File: src/rtl/vector_element_aligner.sv
// Streams DATA_W-bit words in at any byte offset and emits a counted run of
// SEW-sized elements, zero/sign-extended to DATA_W, through a two-word byte buffer.

module vea_lane (
  input  logic [7:0] byte_in,
  input  logic       keep,
  input  logic       fill_bit,
  output logic [7:0] byte_out
);
  assign byte_out = keep ? byte_in : {8{fill_bit}};
endmodule

module vector_element_aligner #(
  parameter int DATA_W = 32,
  parameter int CNT_W  = 8
) (
  input  logic                        i_clk,
  input  logic                        i_rst_n,
  input  logic                        i_start,
  input  logic [2:0]                  i_width,
  input  logic                        i_sign,
  input  logic [$clog2(DATA_W/8)-1:0] i_offset,
  input  logic [CNT_W-1:0]            i_count,
  input  logic                        i_word_valid,
  input  logic [DATA_W-1:0]           i_word,
  output logic                        o_word_ready,
  output logic                        o_elem_valid,
  output logic [DATA_W-1:0]           o_elem,
  input  logic                        i_elem_ready,
  output logic                        o_busy,
  output logic                        o_done,
  output logic                        o_err
);
  localparam int BYTES  = DATA_W / 8;
  localparam int OFF_W  = $clog2(BYTES);
  localparam int FILL_W = $clog2(2 * BYTES) + 1;
  localparam int NEED_W = CNT_W + 4;
  localparam int IDX_W  = $clog2(2 * DATA_W);

  typedef enum logic [1:0] {IDLE, RUN, DONE} state_t;

  state_t              state;
  logic [1:0]          wsel;
  logic                sgn;
  logic [OFF_W-1:0]    off;
  logic [CNT_W-1:0]    rem_ext, rem_out;
  logic                first;
  logic [2*DATA_W-1:0] bq, bq_n;
  logic [FILL_W-1:0]   fill, fill_n;
  logic [DATA_W-1:0]   wsh;
  logic [3:0]          sz;
  logic [NEED_W-1:0]   need;
  logic [IDX_W-1:0]    top_idx;
  logic                sbit, ext, whs, ehs, word_rdy;
  logic [BYTES-1:0][7:0] elem_n;

  assign sz       = 4'd1 << wsel;
  assign need     = NEED_W'(rem_ext) * NEED_W'(sz);
  assign word_rdy = (state == RUN) && (fill <= FILL_W'(BYTES)) && (need > NEED_W'(fill));
  assign o_word_ready = word_rdy;
  assign whs      = i_word_valid && word_rdy;
  assign ehs      = o_elem_valid && i_elem_ready;
  // Output register may be refilled in the same cycle it is consumed.
  assign ext      = (state == RUN) && (rem_ext != '0) && (fill >= FILL_W'(sz)) &&
                    (!o_elem_valid || i_elem_ready);
  assign top_idx  = IDX_W'({sz, 3'b000}) - IDX_W'(1);
  assign sbit     = sgn & bq[top_idx];

  for (genvar g = 0; g < BYTES; g++) begin : g_lane
    vea_lane u_lane (
      .byte_in (bq[g*8 +: 8]),
      .keep    (4'(g) < sz),
      .fill_bit(sbit),
      .byte_out(elem_n[g])
    );
  end

  always_comb begin
    bq_n   = bq;
    fill_n = fill;
    wsh    = '0;
    if (ext) begin
      bq_n   = bq >> {sz, 3'b000};
      fill_n = fill - FILL_W'(sz);
    end
    // Incoming word lands just above whatever survives this cycle's extraction.
    if (whs) begin
      wsh    = first ? (i_word >> {off, 3'b000}) : i_word;
      bq_n   = bq_n | ({{DATA_W{1'b0}}, wsh} << {fill_n, 3'b000});
      fill_n = fill_n + (first ? FILL_W'(BYTES) - FILL_W'(off) : FILL_W'(BYTES));
    end
  end

  always_ff @(posedge i_clk or negedge i_rst_n) begin
    if (!i_rst_n) begin
      state        <= IDLE;
      wsel         <= '0;
      sgn          <= 1'b0;
      off          <= '0;
      rem_ext      <= '0;
      rem_out      <= '0;
      first        <= 1'b0;
      bq           <= '0;
      fill         <= '0;
      o_elem_valid <= 1'b0;
      o_elem       <= '0;
      o_busy       <= 1'b0;
      o_done       <= 1'b0;
      o_err        <= 1'b0;
    end else begin
      o_done <= 1'b0;
      o_err  <= 1'b0;
      case (state)
        IDLE: if (i_start) begin
          if (i_width[2] || (i_width[1:0] == 2'b11 && DATA_W != 64)) begin
            o_err <= 1'b1;
          end else begin
            wsel    <= i_width[1:0];
            sgn     <= i_sign;
            off     <= i_offset;
            rem_ext <= i_count;
            rem_out <= i_count;
            first   <= 1'b1;
            bq      <= '0;
            fill    <= '0;
            if (i_count == '0) begin
              state  <= DONE;
              o_done <= 1'b1;
            end else begin
              state  <= RUN;
              o_busy <= 1'b1;
            end
          end
        end
        RUN: begin
          bq   <= bq_n;
          fill <= fill_n;
          if (whs) first <= 1'b0;
          if (ext) begin
            rem_ext      <= rem_ext - 1'b1;
            o_elem       <= elem_n;
            o_elem_valid <= 1'b1;
          end else if (ehs) begin
            o_elem_valid <= 1'b0;
          end
          if (ehs) begin
            rem_out <= rem_out - 1'b1;
            // Last element taken: drop surplus bytes, stop requesting words.
            if (rem_out == CNT_W'(1)) begin
              state        <= DONE;
              o_done       <= 1'b1;
              o_busy       <= 1'b0;
              o_elem_valid <= 1'b0;
              bq           <= '0;
              fill         <= '0;
            end
          end
        end
        DONE:    state <= IDLE;
        default: state <= IDLE;
      endcase
    end
  end
endmodule

File: config.mk
export PLATFORM = sky130hd
export DESIGN_NAME = vector_element_aligner
export DESIGN_NICKNAME = d
export VERILOG_FILES = /design/src/rtl/vector_element_aligner.sv
export SDC_FILE = /design/constraint.sdc
export NUM_CORES = 1
export LEC_CHECK = 0
export ABC_AREA = 1
export BUFFER_PORTS_ARGS = -buffer_cell sky130_fd_sc_hd__buf_2
export CORE_UTILIZATION = 55
export CTS_CLUSTER_SIZE = 28
export DETAILED_ROUTE_END_ITERATION = 6
export GPL_TIMING_DRIVEN = 0
export PLACE_DENSITY = 0.71
export SKIP_LAST_GASP = 1
export SLEW_MARGIN = 20
export SYNTH_ARGS = -nofsm -noshare
export SYNTH_HDL_FRONTEND = slang
export SYNTH_HIERARCHICAL = 1
export SYNTH_SLANG_ARGS = --single-unit
File: constraint.sdc
create_clock -name i_clk -period 5.1 [get_ports i_clk]
set_input_delay 1.02 -clock i_clk [delete_from_list [all_inputs] [get_ports i_clk]]
set_output_delay 1.02 -clock i_clk [all_outputs]
set_load 0.05 [all_outputs]
Word level (Yosys, flattened, before mapping)
Cells that the tools add are included.
{"block": "totals", "register_bits": 128, "in_bits": 51, "output_inout_bits": 37, "elab_cells": 125}
{"block": "classes", "addsub": 6, "multipliers": 1, "n_lt_le_gt_ge": 8, "eq_ne": 10, "shift": 4, "mux": 57, "n_bitwise": 3, "n_reduce_logical": 22}
{"op": "64-bit two-way mux", "count": 6}
{"op": "64-bit one-hot mux with 2 select lines", "count": 1}
{"op": "8-bit two-way mux", "count": 8}
{"op": "64-bit OR", "count": 1}
{"op": "32-bit by 7-bit left shift with 64-bit output", "count": 1}
{"op": "64-bit by 7-bit >> shifter with 64-bit output", "count": 1}
{"op": "32-bit two-way mux", "count": 1}
{"op": "8-bit one-hot mux with 2 select lines", "count": 2}
{"op": "32-bit by 5-bit >> shifter with 32-bit output", "count": 1}
{"op": "4-bit two-way mux", "count": 7}
{"op": "1-bit two-way mux", "count": 21}
{"op": "4-bit AND reduction", "count": 4}
{"op": "8-bit by 1-bit subtractor with 8-bit output, second input constant", "count": 2}
{"op": "12-bit by 4-bit > comparator with 1-bit output", "count": 1}
{"op": "8-bit by 4-bit multiplier with 12-bit output", "count": 1}
{"op": "2-bit != test, second input constant", "count": 6}
{"op": "2-bit two-way mux", "count": 5}
{"op": "8-bit by 1-bit == test with 1-bit output, second input constant", "count": 1}
{"op": "8-bit zero test", "count": 1}
{"op": "1-bit by 4-bit less-than comparator with 1-bit output, first input constant", "count": 2}
{"op": "2-bit by 4-bit less-than comparator with 1-bit output, first input constant", "count": 2}
{"op": "4-bit one-hot mux with 2 select lines", "count": 1}
{"op": "8-bit nonzero test", "count": 1}
{"op": "1-bit logical AND", "count": 7}
{"op": "23 further kinds", "count": 27}

Depth between registers and ports, before layout
Gate-level depths: netlist (run 1).
{"block": "depth", "ltp_word": 11, "depth_mapped": 29, "mapped_depth_nobuf": 26}

Hierarchy
Netlist (run 1), hierarchy kept.
{"module": "vector_element_aligner", "n_inst": 1, "cells_per_inst": 1668, "area_per_inst_um2": 10573.9}
{"module": "vea_lane", "n_inst": 4, "cells_per_inst": 19, "area_per_inst_um2": 86.3}

Worst setup path after synthesis (run 1)
OpenSTA, ideal clock, no wires.
{"block": "synth_timing", "path_kind": "register to output", "startpoint": "reg wsel[1]", "endpoint": "out o_word_ready", "t_arrival_ns": 4.043, "required_ns": 4.080, "path_slack_ns": 0.037, "stages_incl_launch_ff": 22, "path_cell_list": "dfrtp_1 -> clkbuf_1 -> inv_1 -> nor2_1 -> clkbuf_1 -> nand2_1 -> fa_1 -> inv_1 -> fa_1 -> inv_1 -> fa_1 -> inv_1 -> ha_1 -> nand2_1 -> o21bai_1 -> a21oi_1 -> nor2_1 -> nand2_1 -> nor2_1 -> nand2_1 -> nand2_1 -> inv_1"}
{"block": "synth_between", "elab_chain_len": 4}
{"item": "start: declaration", "line_no": "43", "source": "logic [1:0] wsel;"}
{"item": "start signal: assignment", "line_no": "118", "source": "wsel <= i_width[1:0];"}
{"item": "1-bit by 2-bit left shift with 4-bit output", "line_no": "57", "source": "assign sz = 4'd1 << wsel;"}
{"item": "8-bit by 4-bit multiplier with 12-bit output", "line_no": "58", "source": "assign need = NEED_W'(rem_ext) * NEED_W'(sz);"}
{"item": "12-bit by 4-bit > comparator with 1-bit output", "line_no": "59", "source": "assign word_rdy = (state == RUN) && (fill <= FILL_W'(BYTES)) && (need > NEED_W'(fill));"}
{"item": "1-bit logical AND", "line_no": "59"}
{"item": "end: declaration", "line_no": "26", "source": "output logic o_word_ready,"}
Every way passes these cells.

Worst setup path after layout (run 1)
Same ends and word-level chain as after synthesis.

==> reports/metrics.yaml, run 1 <==
status: "complete, but fails checks"
violations: "design-rule violations, negative setup slack"
ioPinCount: 88
setup_ws_ns: -0.3082
synth_cell_types: 48
drive_gt1_frac: 0.1248
critPathCaptureType: "output pin"
numCtsBuffers: 17
synth-edff-count: 0
grtUsageTotal: 0.3946
ys_warn_count: 6
synth_seq_area_share: 0.2933
hp-start: "state[1]"
drtPass1Iterations: 7
viasPerCell: 5.744
fmax_mhz: 184.9
syn_inst: 1744
min_path_type: "flop to flop"
ys_top_cells_by_count: "nand2_1, inv_1, nand3_1"
worstSkewPairLatency_ns: 0.44
hold_viol: 0
slew_violations: 0
drc: 8
antenna_cells: 0
place_area_sq_mm: 0.01172
drv_cap: 0
cts_sinks: 128
tightestPinTransition_ns: 1.077
clk_pin_slew_worst_paths_ns: 0.07
synth-simple-area-share: 0.3781
finalNetCount: 1953
vias: 12247
synth_compound_gate_area_share: 0.1464
synth.area.top_cells: "dfrtp_1, nand2_1, nand3_1, inv_1, o21ai_0"
drt_iter0_drc: 1397
setup_viol_count_final: 1
dieWidth_um: 142.9
grt_start_max_net_pins: 76
rsz0062_at_grt: "true"
core.rowCount: 51
initial_core_util: 0.5610
syn-cell-area_sq_mm: 0.01092
ys_seq_elements: 128
syn_nets: 1843
path_max_fanout: 5
grt_pass1_wl_um: 60660
yosysMostFrequentCell: "nand2_1"
syn_to_final_growth_pct: 14.58
synth_top_family_by_area: "simple AND/OR/NAND/NOR gates"
cts_max_level: 4
portBuffers: 87
wl_per_cell_um: 18.26
layout_min_cycle_time_ns: 5.408
r2r_start: "wsel[1]"
die_area_sq_mm: 0.02042
critPathArrivalTime_ns: 4.39
synth_largest_area_cell: "dfrtp_1"
ant_nets: 0
synth_fa_ha_area_frac: 0.06463
grt_remaining_overflow: 0
die_y_um: 142.9
cts-root-buf: "clkbuf_16"
final_cell_area_sq_mm: 0.01251
core_sq_mm: 0.01946
dp_hpwl_um: 30010
cp.required_ns: 4.08
synth_xor_area_frac: 0.007219
synthFlopType: "dfrtp_1"
cp-startpoint: "wsel[1]"
grt_pass1_vias: 11342
place_ws_ns: -1.252
routabilityCongestion: 1.068
slew_headroom: 0.2819
antenna_found_initial: 0
syn_avg_cell_area_sq_um: 6.261
totalWireLength_um: 38920
cts_tree: "done"
regToRegSetupSlack_ns: 0.14
crit_type: "flop to output pin"
yosys.area.top_type_share: 0.2933
fin_crit_sh: 1.060
start_kind: "flop"
fin_skew_ns: 0.01461
synth_mux_area_frac: 0.001948
async_reset_ff_frac: 1.000
cts_buffer_depth: 2
## placed cells by master (no fill, tap or decap), types with 8 or more instances in the layout
cell type and n:
o22ai_1 29, o21ai_0 115, ha_1 33, nand2_4 8, a221oi_1 9, buf_2 105, dfrtp_1 126, a22oi_1 11
fa_1 14, inv_2 16, inv_1 165, nor2_1 93, clkbuf_1 42, a21oi_1 36, buf_6 15, clkbuf_16 18
o221ai_1 16, nand3_1 144, o211ai_1 10, o21ai_1 25, buf_4 12, nand2_1 718
## stage by stage
step                      instances  hold WS, ns  setup TNS [ns]  utilization
after floorplan                1744       0.4220               0            -
after global placement         2096       0.4352          -48.48       0.6005
after detailed placement       2097       0.4471          -53.34       0.6024
after CTS                      2130       0.4569         -0.2785       0.6389
after global routing           2132       0.4857         -0.4696       0.6428
final                          2132       0.4541         -0.3082       0.6428
## state kept, by name (all words and copies together) (netlist names)
signal and cells:
o_busy 1, off 2, rem_out 8, fill 4, o_done 1, wsel 2
state 2, first 1, bq 64, o_err 1, sgn 1, o_elem 32
o_elem_valid 1, rem_ext 8
## critical path, cell delays in order (launching register included)
cell        delay (ns)
dfrtp_2           0.51
clkinvlp_4        0.18
nor2_4            0.13
clkbuf_16         0.15
nand2_2           0.05
fa_1              0.50
inv_2             0.04
fa_1              0.55
inv_2             0.05
fa_1              0.54
inv_2             0.06
ha_4              0.28
nand2_4           0.05
o21bai_4          0.17
a21oi_2           0.14
nor2_1            0.05
nand2_1           0.06
nor2_1            0.04
nand2_2           0.11
nand2_4           0.07
inv_2             0.08
buf_8             0.14
## final cells by class
cell class,instances,area (sq um)
clock buffer,17,425.4
fill,1864,6952
tap,265,331.6
timing repair buffer,97,550.5
buffer,87,509.2
inverter,186,708.2
multi-input combinational,1337,6616
sequential,128,3206
clock inverter,15,163.9
## timing repair
item,in CTS,in global routing
resized for setup,28,21
endpoints found under the setup margin,70,7
cloned,0,0
hold buffers,0,0
pin swaps,2,7
setup buffers,7,2
## worst paths after layout
check                                to  depth (start not counted)
setup / recovery           o_word_ready                         21
hold / removal                   o_done                          1
setup reg to reg                  bq[9]                         25
hold reg to reg                  o_done                          1
max in group asynchronous        bq[30]                          2
min in group asynchronous    rem_out[6]                          1
## logic make-up after synthesis
family	after synthesis
simple gates	1005
buf+inv	279
compound gates	273
flops	128
fa+ha+maj	48
xor+xnor	9
mux	2
## metal layers
layer,part of all wire,track usage,up-vias
li1,-,-,5842
met1,0.41,0.5198,5572
met2,0.43,0.5987,691
met3,0.097,0.07679,142
met4,0.059,0.2349,0
met5,0,0,-
Power of run 1 is left out: the tool's default activity adds up to more than one toggle a clock period on the data nets, which glitch-free logic cannot reach.
==> run 2: changes to the inputs <==
--- a/config.mk
+++ b/config.mk
@@ -6,12 +6,13 @@
 export NUM_CORES = 1
 export LEC_CHECK = 0
 export ABC_AREA = 1
+export ABC_CLOCK_PERIOD_IN_PS = 4850
 export BUFFER_PORTS_ARGS = -buffer_cell sky130_fd_sc_hd__buf_2
 export CORE_UTILIZATION = 55
 export CTS_CLUSTER_SIZE = 28
 export DETAILED_ROUTE_END_ITERATION = 6
 export GPL_TIMING_DRIVEN = 0
-export PLACE_DENSITY = 0.71
+export PLACE_DENSITY = 0.77
 export SKIP_LAST_GASP = 1
 export SLEW_MARGIN = 20
 export SYNTH_ARGS = -nofsm -noshare
==> constraint.sdc (replaced) <==
create_clock -name i_clk -period 4.85 [get_ports i_clk]
set_input_delay 0.97 -clock i_clk [delete_from_list [all_inputs] [get_ports i_clk]]
set_output_delay 0.97 -clock i_clk [all_outputs]
set_load 0.05 [all_outputs]
==> run 2 against run 1 <==
  * The flow finishes with violations (negative setup slack)
  * Hold slack worse by 0.025 ns
  * Sequential cell count unchanged
  * Clock skew shrank 0.0065 ns
  * Routed wire length increased by 4.0%
  * Non-clock buffer count grew 12
  * Global-route usage up 1.2 points
  * Highest routed layer unchanged
==> reports/metrics.yaml, run 2 (synthesis gave the netlist of run 1 again) <==
start_kind: "flop"
layout_min_cycle_time_ns: 5.385
whs_ns: 0.4291
syn_to_final_growth_pct: 17.04
rsz0062_at_grt: "true"
critPathCaptureType: "output pin"
grt_remaining_overflow: 0
slew_violations: 0
viasPerCell: 5.833
drc: 0
largest_reg_flops: 64
core.rowCount: 51
core_sq_mm: 0.01946
clk_pin_slew_worst_paths_ns: 0.07
vias: 12505
fillCellCount: 1836
path_max_fanout: 3
placedCellCount: 2097
antenna_found_initial: 0
r2r-end: "bq[50]"
fin_setup_tns_ns: -0.5352
drv_cap: 0
top_register: "bq"
cp-startpoint: "wsel[1]"
fin_cells: 2144
finalNetCount: 1965
initial_core_util: 0.5610
seq_area_sq_mm: 0.003206
numCtsBuffers: 17
cts_buffer_depth: 2
largestRegisters: "bq: 64 flops, o_elem: 32 flops"
slew_headroom: 0.2996
grt_pass1_vias: 11591
holdBufCountCts: 0
multiInputGateArea_sq_mm: 0.006718
routabilityCongestion: 1.010
status: "complete, but fails checks"
grt_pass1_wl_um: 62350
die_y_um: 142.9
final_cell_mix: "nand2_1, inv_1, nand3_1, dfrtp_1, o21ai_0"
place_ws_ns: -1.194
crit_type: "flop to output pin"
portBuffers: 87
ioPinCount: 88
ant_nets: 0
die_area_sq_mm: 0.02042
drt_iter0_drc: 1295
r2r_cells: 27
hold_viol: 0
drive_gt1_frac: 0.1384
cp.required_ns: 3.88
worstSkewPairLatency_ns: 0.44
antenna_cells: 0
wl_per_cell_um: 18.87
totalWireLength_um: 40470
fin_skew_ns: 0.008109
critPathCapture: "o_word_ready"
violations: "negative setup slack"
regToRegSetupSlack_ns: 0.02
grt_start_max_net_pins: 74
cts_sinks: 128
dieWidth_um: 142.9
final_common_cell: "nand2_1"
setup_ws_ns: -0.5352
fin_crit_sh: 1.110
cts-root-buf: "clkbuf_16"
r2r_start: "wsel[1]"
fmax_mhz: 185.7
critPathArrivalTime_ns: 4.42
min_path_type: "primary input to asynchronous set/reset pin"
cts_max_level: 4
setup_viol_count_final: 1
grtUsageTotal: 0.4067
drtPass1Iterations: 6
cts_tree: "done"
tightestPinTransition_ns: 1.051
dp_hpwl_um: 30610
## run 2: worst max-delay path, stage by stage, from the launching register on
cell	delay [ns]
dfrtp_2	0.43
clkinvlp_4	0.16
nor2_4	0.14
clkbuf_16	0.16
nand2_4	0.04
fa_1	0.55
inv_2	0.05
fa_1	0.51
inv_1	0.06
fa_1	0.51
inv_2	0.05
ha_4	0.27
nand2_2	0.07
o21bai_4	0.17
a21oi_2	0.17
nor2_1	0.07
nand2_1	0.09
nor2_2	0.04
nand2_2	0.11
nand2_4	0.07
clkinvlp_4	0.11
buf_8	0.14
## run 2: stage by stage
step,area (sq um),utilization
after floorplan,10930,-
after global placement,11700,0.6009
after detailed placement,11740,0.6032
after CTS,12530,0.6438
after global routing,12780,0.6566
final,12780,0.6566
## run 2: worst min path at each step
stage | slack (ns) | start | depth (start not counted) | to
6_report | 0.43 | i_rst_n | 1 | o_elem[20]
2_1_floorplan | 0.42 | state[1] | 1 | o_done
4_1_cts | 0.45 | state[1] | 1 | o_done
3_5_place_dp | 0.44 | state[1] | 1 | o_done
5_1_grt | 0.46 | i_rst_n | 1 | o_elem[20]
3_3_place_gp | 0.44 | state[1] | 1 | o_done
## run 2: area by class of cell
class	instances	share of cell area
multi-input combinational	1337	0.5256
sequential	128	0.2508
inverter	186	0.05610
timing repair buffer	110	0.05257
buffer	86	0.04092
clock buffer	17	0.03329
tap	265	0.02594
clock inverter	15	0.01469
## run 2: routing by layer
layer,global-route usage,part of all wire,routed length (um)
met5,0,0,0
met4,0.2128,0.051,2045
met3,0.09759,0.096,3883
met2,0.6395,0.45,18050
met1,0.5167,0.41,16490
## run 2: timing repair
action | 4_1_cts | 5_1_grt
setup endpoints to repair | 70 | 63
hold endpoints to repair | 0 | 0
setup buffers | 11 | 9
gates cloned | 0 | 2
gates resized for setup | 35 | 50
pin swaps | 12 | 16
Power of run 2 is left out for the same reason.
==> run 3: changes to the inputs <==
--- a/config.mk
+++ b/config.mk
@@ -13,6 +13,7 @@
 export DETAILED_ROUTE_END_ITERATION = 6
 export GPL_TIMING_DRIVEN = 0
 export PLACE_DENSITY = 0.77
+export RECOVER_POWER = 25
 export SKIP_LAST_GASP = 1
 export SLEW_MARGIN = 20
 export SYNTH_ARGS = -nofsm -noshare
==> run 3 against run 2 <==
  * The flow finishes with violations (max-capacitance violations, max-slew violations, negative setup slack)
  * Routed wire length about the same
  * Non-clock buffer count unchanged
  * Hold slack gained 0.022 ns
  * Clock-buffer cell count is the same
  * Worst setup slack about the same
  * Utilization decreased by 0.16 points
  * Clock skew about the same
  * Register-to-register slack hardly changed
  * Via count down 0.13%
==> reports/metrics.yaml, run 3 (synthesis gave the netlist of run 1 again) <==
status: "complete, but fails checks"
violations: "max-capacitance violations, max-slew violations, negative setup slack"
critPathCaptureType: "output pin"
largest_reg_flops: 64
vias: 12489
routabilityCongestion: 1.010
hold-path-endpoint: "o_done"
ant_nets: 0
finalNetCount: 1965
wl_per_cell_um: 18.86
viasPerCell: 5.825
fin_crit_sh: 1.110
ioPinCount: 88
drive_gt1_frac: 0.1378
wl_met2_um: 18030
grt_pass1_wl_um: 62350
die_y_um: 142.9
dieWidth_um: 142.9
grt_start_max_net_pins: 74
cp.required_ns: 3.88
syn_to_final_growth_pct: 16.75
final_cell_mix: "nand2_1, inv_1, nand3_1, dfrtp_1, o21ai_0"
cts-root-buf: "clkbuf_16"
totalWireLength_um: 40430
cts_max_level: 4
antenna_cells: 0
wl_met1_um: 16410
cts_sinks: 128
path_max_fanout: 3
drtPass1Iterations: 6
drt_iter0_drc: 1289
dp_hpwl_um: 30610
crit_type: "flop to output pin"
portBuffers: 87
cts_buffer_depth: 2
wl_met3_um: 3957
grtUsageTotal: 0.4067
fin_skew_ns: 0.008327
setup_viol_count_final: 1
r2r-end: "bq[50]"
core_sq_mm: 0.01946
fmax_mhz: 185.7
core.rowCount: 51
start_kind: "flop"
setup_ws_ns: -0.5356
layout_min_cycle_time_ns: 5.386
top_register: "bq"
die_area_sq_mm: 0.02042
rsz0062_at_grt: "true"
r2r_cells: 27
drv_cap: 1
hold_viol: 0
worstSkewPairLatency_ns: 0.44
holdBufCountCts: 0
final_common_cell: "nand2_1"
slew_headroom: -1.066
hold_depth: 1
critPathArrivalTime_ns: 4.42
largestRegisters: "bq: 64 flops, o_elem: 32 flops"
regToRegSetupSlack_ns: 0.03
grt_pass1_vias: 11591
clk_pin_slew_worst_paths_ns: 0.07
antenna_found_initial: 0
grt_remaining_overflow: 0
min_path_type: "flop to flop"
numCtsBuffers: 17
whs_ns: 0.4513
slew_violations: 57
highest_layer: "met4"
r2r_start: "wsel[1]"
hp-start: "state[1]"
tightestPinTransition_ns: 3.099
drc: 0
cts_tree: "done"
initial_core_util: 0.5610
## run 3: routing by layer
metal / track usage / vias up
met5: 0 / -
met4: 0.2128 / 0
met3: 0.09759 / 146
met2: 0.6395 / 660
met1: 0.5167 / 5817
li1: - / 5866
## run 3: worst max-delay path, stage by stage, from the launching register on
cell and delay [ns]:
dfrtp_2 0.43, clkinvlp_4 0.16, nor2_4 0.14, clkbuf_16 0.16
nand2_4 0.04, fa_1 0.55, inv_2 0.05, fa_1 0.51
inv_1 0.06, fa_1 0.51, inv_2 0.05, ha_4 0.27
nand2_2 0.07, o21bai_4 0.17, a21oi_2 0.17, nor2_1 0.07
nand2_1 0.09, nor2_2 0.04, nand2_2 0.11, nand2_4 0.07
clkinvlp_4 0.11, buf_8 0.14
## run 3: worst max path at each step
stage | start | to | cells past startpoint
2_1_floorplan | wsel[1] | o_word_ready | 21
3_3_place_gp | wsel[1] | o_word_ready | 21
3_5_place_dp | wsel[1] | o_word_ready | 21
4_1_cts | wsel[1] | o_word_ready | 21
5_1_grt | wsel[1] | o_word_ready | 22
6_report | wsel[1] | o_word_ready | 21
## run 3: area by class of cell
| class | count | area [sq um] |
|---|---|---|
| sequential | 128 | 3206 |
| inverter | 186 | 716.9 |
| clock inverter | 15 | 187.7 |
| fill | 1840 | 6714 |
| clock buffer | 17 | 425.4 |
| buffer | 86 | 523.0 |
| multi-input combinational | 1337 | 6718 |
| tap | 265 | 331.6 |
| timing repair buffer | 110 | 640.6 |
## run 3: what timing repair did
item	in CTS	in global routing
endpoints found under the setup margin	70	63
resized for setup	35	50
buffers inserted	11	9
pin swaps	12	16
gates cloned	0	2
## run 3: stage by stage
step / cells / utilization / cell area (sq um) / worst slack, ns / TNS (ns)
floorplan: 1744 / - / 10930 / 0.01933 / 0
global placement: 2096 / 0.6009 / 11700 / -1.162 / -51.46
detailed placement: 2097 / 0.6032 / 11740 / -1.194 / -53.68
CTS: 2134 / 0.6438 / 12530 / -0.4771 / -0.4771
global route: 2144 / 0.6550 / 12750 / -0.6717 / -2.131
finish: 2144 / 0.6550 / 12750 / -0.5356 / -0.5356
Power of run 3 is left out for the same reason.
